## config.mk

```make
export PLATFORM = sky130hd
export DESIGN_NAME = decode_stage_reg
export DESIGN_NICKNAME = d
export VERILOG_FILES = /design/src/rtl/decode_stage_reg.sv
export SDC_FILE = /design/constraint.sdc
export NUM_CORES = 1
export LEC_CHECK = 0
export ABC_AREA = 1
export CAP_MARGIN = 20
export CORE_MARGIN = 5
export CORE_UTILIZATION = 48
export DETAILED_ROUTE_END_ITERATION = 8
export GPL_TIMING_DRIVEN = 1
export PLACE_DENSITY = 0.95
export SETUP_SLACK_MARGIN = 0.02
export SYNTH_ARGS = -nofsm -noshare
export SYNTH_HDL_FRONTEND = slang
export SYNTH_SLANG_ARGS = --single-unit
```

## constraint.sdc

```tcl
create_clock -name CLK -period 5.5 [get_ports CLK]
set_clock_uncertainty 0.2 [all_clocks]
set_input_delay 1.1 -clock CLK [delete_from_list [all_inputs] [get_ports CLK]]
set_output_delay 1.1 -clock CLK [all_outputs]
set_load 0.05 [all_outputs]
```

## src/rtl/decode_stage_reg.sv

```systemverilog
// ID stage of the pipelined OTTER: decodes IF/ID into the ID/EX control register,
// with load-use interlock, downstream stall/flush handling and a stall counter.
module decode_stage_reg #(
   parameter int XLEN          = 32,
   parameter int HAZARD_DETECT = 1,
   parameter int ILLEGAL_TRAP  = 1,
   parameter int CNT_W         = 16
) (
   input  logic             CLK,
   input  logic             RST,
   input  logic             IF_VALID,
   input  logic [31:0]      IF_IR,
   input  logic [XLEN-1:0]  IF_PC,
   input  logic             EX_FLUSH,
   input  logic             EX_STALL,
   output logic             ID_STALL,
   output logic             EX_VALID,
   output logic             EX_ILLEGAL,
   output logic [XLEN-1:0]  EX_PC,
   output logic [31:0]      EX_IR,
   output logic [4:0]       EX_RS1_ADDR,
   output logic [4:0]       EX_RS2_ADDR,
   output logic [4:0]       EX_RD_ADDR,
   output logic             EX_REG_WRITE,
   output logic             EX_MEM_WE2,
   output logic             EX_MEM_RDEN2,
   output logic             EX_ALU_SRCA,
   output logic [3:0]       EX_ALU_FUN,
   output logic [1:0]       EX_ALU_SRCB,
   output logic [1:0]       EX_RF_WR_SEL,
   output logic [1:0]       EX_BR_TYPE,
   output logic [CNT_W-1:0] STALL_CNT
);

   typedef enum logic [6:0] {
      OP_LOAD   = 7'b0000011,
      OP_IMM    = 7'b0010011,
      OP_AUIPC  = 7'b0010111,
      OP_STORE  = 7'b0100011,
      OP_REG    = 7'b0110011,
      OP_LUI    = 7'b0110111,
      OP_BRANCH = 7'b1100011,
      OP_JALR   = 7'b1100111,
      OP_JAL    = 7'b1101111
   } opcode_t;

   typedef struct packed {
      logic            valid;
      logic            illegal;
      logic [XLEN-1:0] pc;
      logic [31:0]     ir;
      logic [4:0]      rs1;
      logic [4:0]      rs2;
      logic [4:0]      rd;
      logic            reg_write;
      logic            mem_we2;
      logic            mem_rden2;
      logic            alu_srca;
      logic [3:0]      alu_fun;
      logic [1:0]      alu_srcb;
      logic [1:0]      rf_wr_sel;
      logic [1:0]      br_type;
   } ctrl_t;

   opcode_t    opcode;
   logic [2:0] funct3;
   ctrl_t      dec;
   ctrl_t      ex_q;
   logic       rs1_used;
   logic       rs2_used;
   logic       load_use;
   logic       load_en;
   logic       take_dec;

   assign opcode = opcode_t'(IF_IR[6:0]);
   assign funct3 = IF_IR[14:12];

   always_comb begin
      dec           = '0;
      dec.valid     = 1'b1;
      dec.pc        = IF_PC;
      dec.ir        = IF_IR;
      dec.rs1       = IF_IR[19:15];
      dec.rs2       = IF_IR[24:20];
      dec.rd        = IF_IR[11:7];
      rs1_used      = 1'b1;
      rs2_used      = 1'b0;
      case (opcode)
         OP_AUIPC: begin
            dec.alu_srca  = 1'b1;
            dec.alu_srcb  = 2'b11;
            dec.rf_wr_sel = 2'b11;
            dec.reg_write = 1'b1;
            rs1_used      = 1'b0;
         end
         OP_LUI: begin
            dec.alu_fun   = 4'b1001;
            dec.alu_srca  = 1'b1;
            dec.rf_wr_sel = 2'b11;
            dec.reg_write = 1'b1;
            rs1_used      = 1'b0;
         end
         OP_JAL: begin
            dec.reg_write = 1'b1;
            dec.br_type   = 2'b10;
            rs1_used      = 1'b0;
         end
         OP_JALR: begin
            dec.reg_write = 1'b1;
            dec.br_type   = 2'b11;
         end
         OP_LOAD: begin
            dec.alu_srcb  = 2'b01;
            dec.rf_wr_sel = 2'b10;
            dec.mem_rden2 = 1'b1;
            dec.reg_write = 1'b1;
         end
         OP_STORE: begin
            dec.alu_srcb  = 2'b10;
            dec.mem_we2   = 1'b1;
            rs2_used      = 1'b1;
         end
         OP_BRANCH: begin
            dec.br_type   = 2'b01;
            rs2_used      = 1'b1;
         end
         OP_IMM: begin
            dec.alu_srcb  = 2'b01;
            dec.rf_wr_sel = 2'b11;
            dec.reg_write = 1'b1;
            // only the shift-right pair uses bit 30 to pick SRA over SRL
            dec.alu_fun   = (funct3 == 3'b101) ? {IF_IR[30], funct3} : {1'b0, funct3};
         end
         OP_REG: begin
            dec.rf_wr_sel = 2'b11;
            dec.reg_write = 1'b1;
            dec.alu_fun   = {IF_IR[30], funct3};
            rs2_used      = 1'b1;
         end
         default: dec.illegal = (ILLEGAL_TRAP != 0);
      endcase
   end

   always_comb begin
      load_use = 1'b0;
      if ((HAZARD_DETECT != 0) && IF_VALID && ex_q.valid && ex_q.mem_rden2 && (ex_q.rd != 5'd0))
         load_use = (rs1_used && (dec.rs1 == ex_q.rd)) || (rs2_used && (dec.rs2 == ex_q.rd));
   end

   assign ID_STALL = !RST && !EX_FLUSH && (EX_STALL || load_use);
   assign load_en  = RST || EX_FLUSH || !EX_STALL;
   assign take_dec = !RST && !EX_FLUSH && !EX_STALL && !load_use && IF_VALID;

   always_ff @(posedge CLK) begin
      if (load_en)
         ex_q <= take_dec ? dec : '0;
   end

   always_ff @(posedge CLK) begin
      if (RST)
         STALL_CNT <= '0;
      else if (!EX_FLUSH && !EX_STALL && load_use && (STALL_CNT != '1))
         STALL_CNT <= STALL_CNT + CNT_W'(1);
   end

   assign EX_VALID     = ex_q.valid;
   assign EX_ILLEGAL   = ex_q.illegal;
   assign EX_PC        = ex_q.pc;
   assign EX_IR        = ex_q.ir;
   assign EX_RS1_ADDR  = ex_q.rs1;
   assign EX_RS2_ADDR  = ex_q.rs2;
   assign EX_RD_ADDR   = ex_q.rd;
   assign EX_REG_WRITE = ex_q.reg_write;
   assign EX_MEM_WE2   = ex_q.mem_we2;
   assign EX_MEM_RDEN2 = ex_q.mem_rden2;
   assign EX_ALU_SRCA  = ex_q.alu_srca;
   assign EX_ALU_FUN   = ex_q.alu_fun;
   assign EX_ALU_SRCB  = ex_q.alu_srcb;
   assign EX_RF_WR_SEL = ex_q.rf_wr_sel;
   assign EX_BR_TYPE   = ex_q.br_type;

endmodule

```

Word-level counts from Yosys, hierarchy flattened:

Index checks and enable logic that the tools add are counted.
Widths: inputs -> output; s select.

* register bits: 111
* input bits: 69
* output and inout bits: 112
* word-level logic and storage cells: 73

* $add $sub $neg: 1
* equal/unequal tests: 13
* multiplexer cells: 14
* reductions and logical operators: 29

Operator list (count)
* $mux 95: 1
* $eq 7x6->1 const B: 3
* $eq 7x7->1 const B: 3
* $add 16x1->16 const B: 1
* $ne 16x16->1 const B: 1
* $eq 7x5->1 const B: 2
* $logic_and 1x1->1: 13
* $pmux 2 s3: 2
* $pmux 4 s3: 1
* $eq 5x5->1: 2
* $reduce_or 9->1: 1
* $mux 1: 8
* $eq 7x2->1 const B: 1
* $reduce_or 7->1: 1
* $reduce_or 3->1: 2
* $reduce_bool 5->1: 1
* $logic_not 1->1: 4
* $logic_or 1x1->1: 4
* $mux 4: 1
* $pmux 2 s2: 1
* $reduce_or 2->1: 2
* $reduce_or 4->1: 1
* $eq 3x3->1 const B: 1

Depth between registers and ports, before layout:

* depth after elaboration: 10
* depth in mapped cells: 12
* mapped depth without buffers: 12

Least setup slack after synthesis:

OpenSTA, ideal clock, no wires.

* path kind: input -> output
* start: input IF_IR[1]
* end: output ID_STALL
* data arrival time: 2.577 ns
* data required time: 4.200 ns
* setup slack: 1.623 ns
* cell stages on the path: 8
* path buffers: 0
* cell sequence: nand2_1 -> nor2_4 -> nand2_1 -> nor2_2 -> nand3_1 -> nand2_4 -> nand2_4 -> a21oi_1

* cells in the longest elaborated chain, start to end: 8
* elaborated cells between the ends (all ways): 16
* classes of those cells: 6 x eq/ne; 3 x mux; 7 x reduce/logical

RTL lines
* start: declaration: line 12 `input logic [31:0] IF_IR,`
* $eq 7x6->1 (tied with other cells): line 88 `case (opcode)`
* $reduce_or 3->1 (no line)
* $mux 1: line 88
* $logic_and 1x1->1: line 147 `load_use = (rs1_used && (dec.rs1 == ex_q.rd)) || (rs2_used && (dec.rs2 == ex_q.rd));`
* $logic_or 1x1->1 (*): line 147
* $mux 1 (*): line 146 `if ((HAZARD_DETECT != 0) && IF_VALID && ex_q.valid && ex_q.mem_rden2 && (ex_q.rd != 5'd0))`
* $logic_or 1x1->1 (*): line 150 `assign ID_STALL = !RST && !EX_FLUSH && (EX_STALL || load_use);`
* $logic_and 1x1->1 (*): line 150
* end: declaration: line 16 `output logic ID_STALL,`

Every way passes the cells marked *; elsewhere a longest branch is shown, timed or not.

Worst setup path in the final report:

Same ends and word-level chain as after synthesis.

==> results.json <==
{
  "reg2reg_to": "EX_RF_WR_SEL[0]",
  "final_common_cell": "clkdlybuf4s50_1",
  "instances_no_fill": 784,
  "coreArea_um2": 9729,
  "cts_buffers": 9,
  "holdBufCountCts": 0,
  "holdCritPathClass": "flop to flop",
  "gr-total-overflow": 0,
  "drv_slew": 0,
  "syn_inst": 481,
  "max_freq_mhz": 205.7,
  "fp.dieW_um": 109.7,
  "diodes": 0,
  "r2r_cells": 8,
  "ant_nets": 0,
  "critPathCaptureType": "primary output",
  "cp.arrival_ns": 3.56,
  "hold_ws_ns": 0.3302,
  "cts_setup_buffers": 0,
  "final_cell_mix": "clkdlybuf4s50_1, inv_1, edfxtp_1",
  "fin_ws_ns": 0.6375,
  "cts_resized": 0,
  "maxCapViolCount": 0,
  "grt_start_max_net_pins": 81,
  "worstHoldPathCells": 2,
  "clk_latency_ns": 0.35,
  "crit_type": "primary input to primary output",
  "dpl.hpwl_mm": 9.752,
  "clkTransAtPathRegs_ns": 0.09,
  "clock_path_buffers": 2,
  "start_util_pct": 49.07,
  "grt_pass1_wl_mm": 18.41,
  "regToRegSetupSlack_ns": 2.52,
  "synth_nets": 551,
  "io_pins": 181,
  "ys_types": 34,
  "gp_congestion": 0.8030,
  "critPathMaxFanout": 12,
  "hp-start": "STALL_CNT[15]",
  "dp_cells": 769,
  "total_power_mw": 1.544,
  "status": "finished clean",
  "pre_cts_ws_ns": 0.6601,
  "die_h_um": 109.7,
  "first_global_vias": 3795,
  "grt_usage_pct": 20.19,
  "area_growth_pct": 38.84,
  "antenna_found_initial": 0,
  "whs_endpoint": "STALL_CNT[15]",
  "totalWireLength_mm": 12.57,
  "via_count": 3741,
  "power-per-cell-area_nw_per_um2": 233.0,
  "slew_headroom_pct": 30.09,
  "drtIter0Drc": 217,
  "finalInstanceArea_um2": 6629,
  "setup_viol": 0,
  "synth_seq_cells": 96,
  "worst_pin_slew_ns": 1.049,
  "ir_drop_mv": 0.1131,
  "drc": 0,
  "tns_ns": 0,
  "r2r_start": "EX_IR[10]",
  "nNetsFinal": 717,
  "layout_min_cycle_time_ns": 4.863,
  "die-area_um2": 12040,
  "utilization_pct": 68.13,
  "drt_pass1_iterations": 4,
  "yosysWarnings": 0,
  "cp-start-kind": "primary input",
  "synth_area_um2": 4775,
  "rows": 36,
  "seq_area_frac_synth_pct": 57.02,
  "placed_cell_area_um2": 6475,
  "required_ns": 4.20,
  "wire_per_inst_um": 16.03,
  "tritoncts": "done",
  "min_period_over_period_pct": 88.41,
  "cts_root_buf": "clkbuf_8",
  "hold_violations": 0,
  "p_leak_nw": 2.786,
  "drive_above_1_share_pct": 15.21,
  "cts_sinks": 96,
  "rsz0062_at_grt": "no",
  "cts_htree_levels": 3,
  "io_buffers": 180,
  "vias_per_cell": 4.772,
  "avgSynthCellArea_um2": 9.926
}
[per-layer routing]
metal	routed length, µm	GRT usage (%)	share of wire [%]	vias to the layer above
met5	0	0	0	-
met4	289	8.281	2.3	0
met3	1236	5.344	9.8	22
met2	6327	36.14	50	178
met1	4717	22.71	38	1724
li1	-	-	-	1817
[registers in the layout, indices dropped and copies added, names as in the netlist]
name	flops
EX_BR_TYPE	2
EX_IR	32
EX_MEM_RDEN2	1
EX_ALU_SRCA	1
STALL_CNT	16
EX_ALU_SRCB	2
EX_REG_WRITE	1
EX_PC	32
EX_VALID	1
EX_RF_WR_SEL	2
EX_ILLEGAL	1
EX_ALU_FUN	4
EX_MEM_WE2	1
[cell families after synthesis]
group                      share of synthesized area (%)
buffers and inverters                              14.65
DFF                                                57.02
and+or+nand+nor                                    23.95
adders and majority gates                         0.2620
AOI/OAI and AO/OA                                  2.647
xor gates and xnor gates                           1.468
[power by group]
part	internal, mW	leakage, nW	switching (mW)
sequential	0.815	1.05	0.0132
clock	0.160	0.0806	0.231
combinational	0.116	1.65	0.208
[synth_stat cells, drive strengths merged]
library cell | instances | area share [%]
nor3b | 3 | 0.68
nor3 | 8 | 0.84
o31ai | 1 | 0.16
nor2 | 117 | 13
a21oi | 5 | 0.52
inv | 109 | 8.6
nand3 | 10 | 1.4
ha | 1 | 0.26
o21bai | 1 | 0.16
xnor2 | 3 | 0.55
o21ai | 16 | 1.7
xor2 | 5 | 0.92
buf | 26 | 6.0
nor4 | 2 | 0.26
a31oi | 1 | 0.13
nand4 | 15 | 2.4
clkbuf | 1 | 0.079
edfxtp | 80 | 50
dfxtp | 16 | 6.7
nand2 | 61 | 5.1
[final cells by class]
cell class              instances  area [µm²]
clock buffers                  11       131.4
fillers                       697        3100
inverters                     109       409.1
well taps                     133       166.4
flip-flops and latches         96        2723
clock inverters                 4       22.52
multi-input cells             249        1360
repair buffers                182        1817
[worst max-delay path by stage]
stage	startpoint	end	slack, ns	depth (start not counted)
2_1_floorplan	IF_IR[1]	ID_STALL	1.62	8
3_3_place_gp	IF_IR[0]	ID_STALL	0.75	10
3_5_place_dp	IF_IR[1]	ID_STALL	0.66	10
4_1_cts	IF_IR[1]	ID_STALL	0.65	10
5_1_grt	IF_IR[1]	ID_STALL	0.53	10
6_report	IF_IR[1]	ID_STALL	0.64	10
[critical path: stages]
cell	delay (ns)
clkdlybuf4s50_1	0.48
nand2_1	0.11
nor2_4	0.15
nand2_1	0.15
nor2_2	0.16
nand3_1	0.15
nand2_4	0.19
nand2_4	0.08
a21oi_1	0.16
clkdlybuf4s50_1	0.82
No activity file was read; power rests on OpenSTA's default activity.
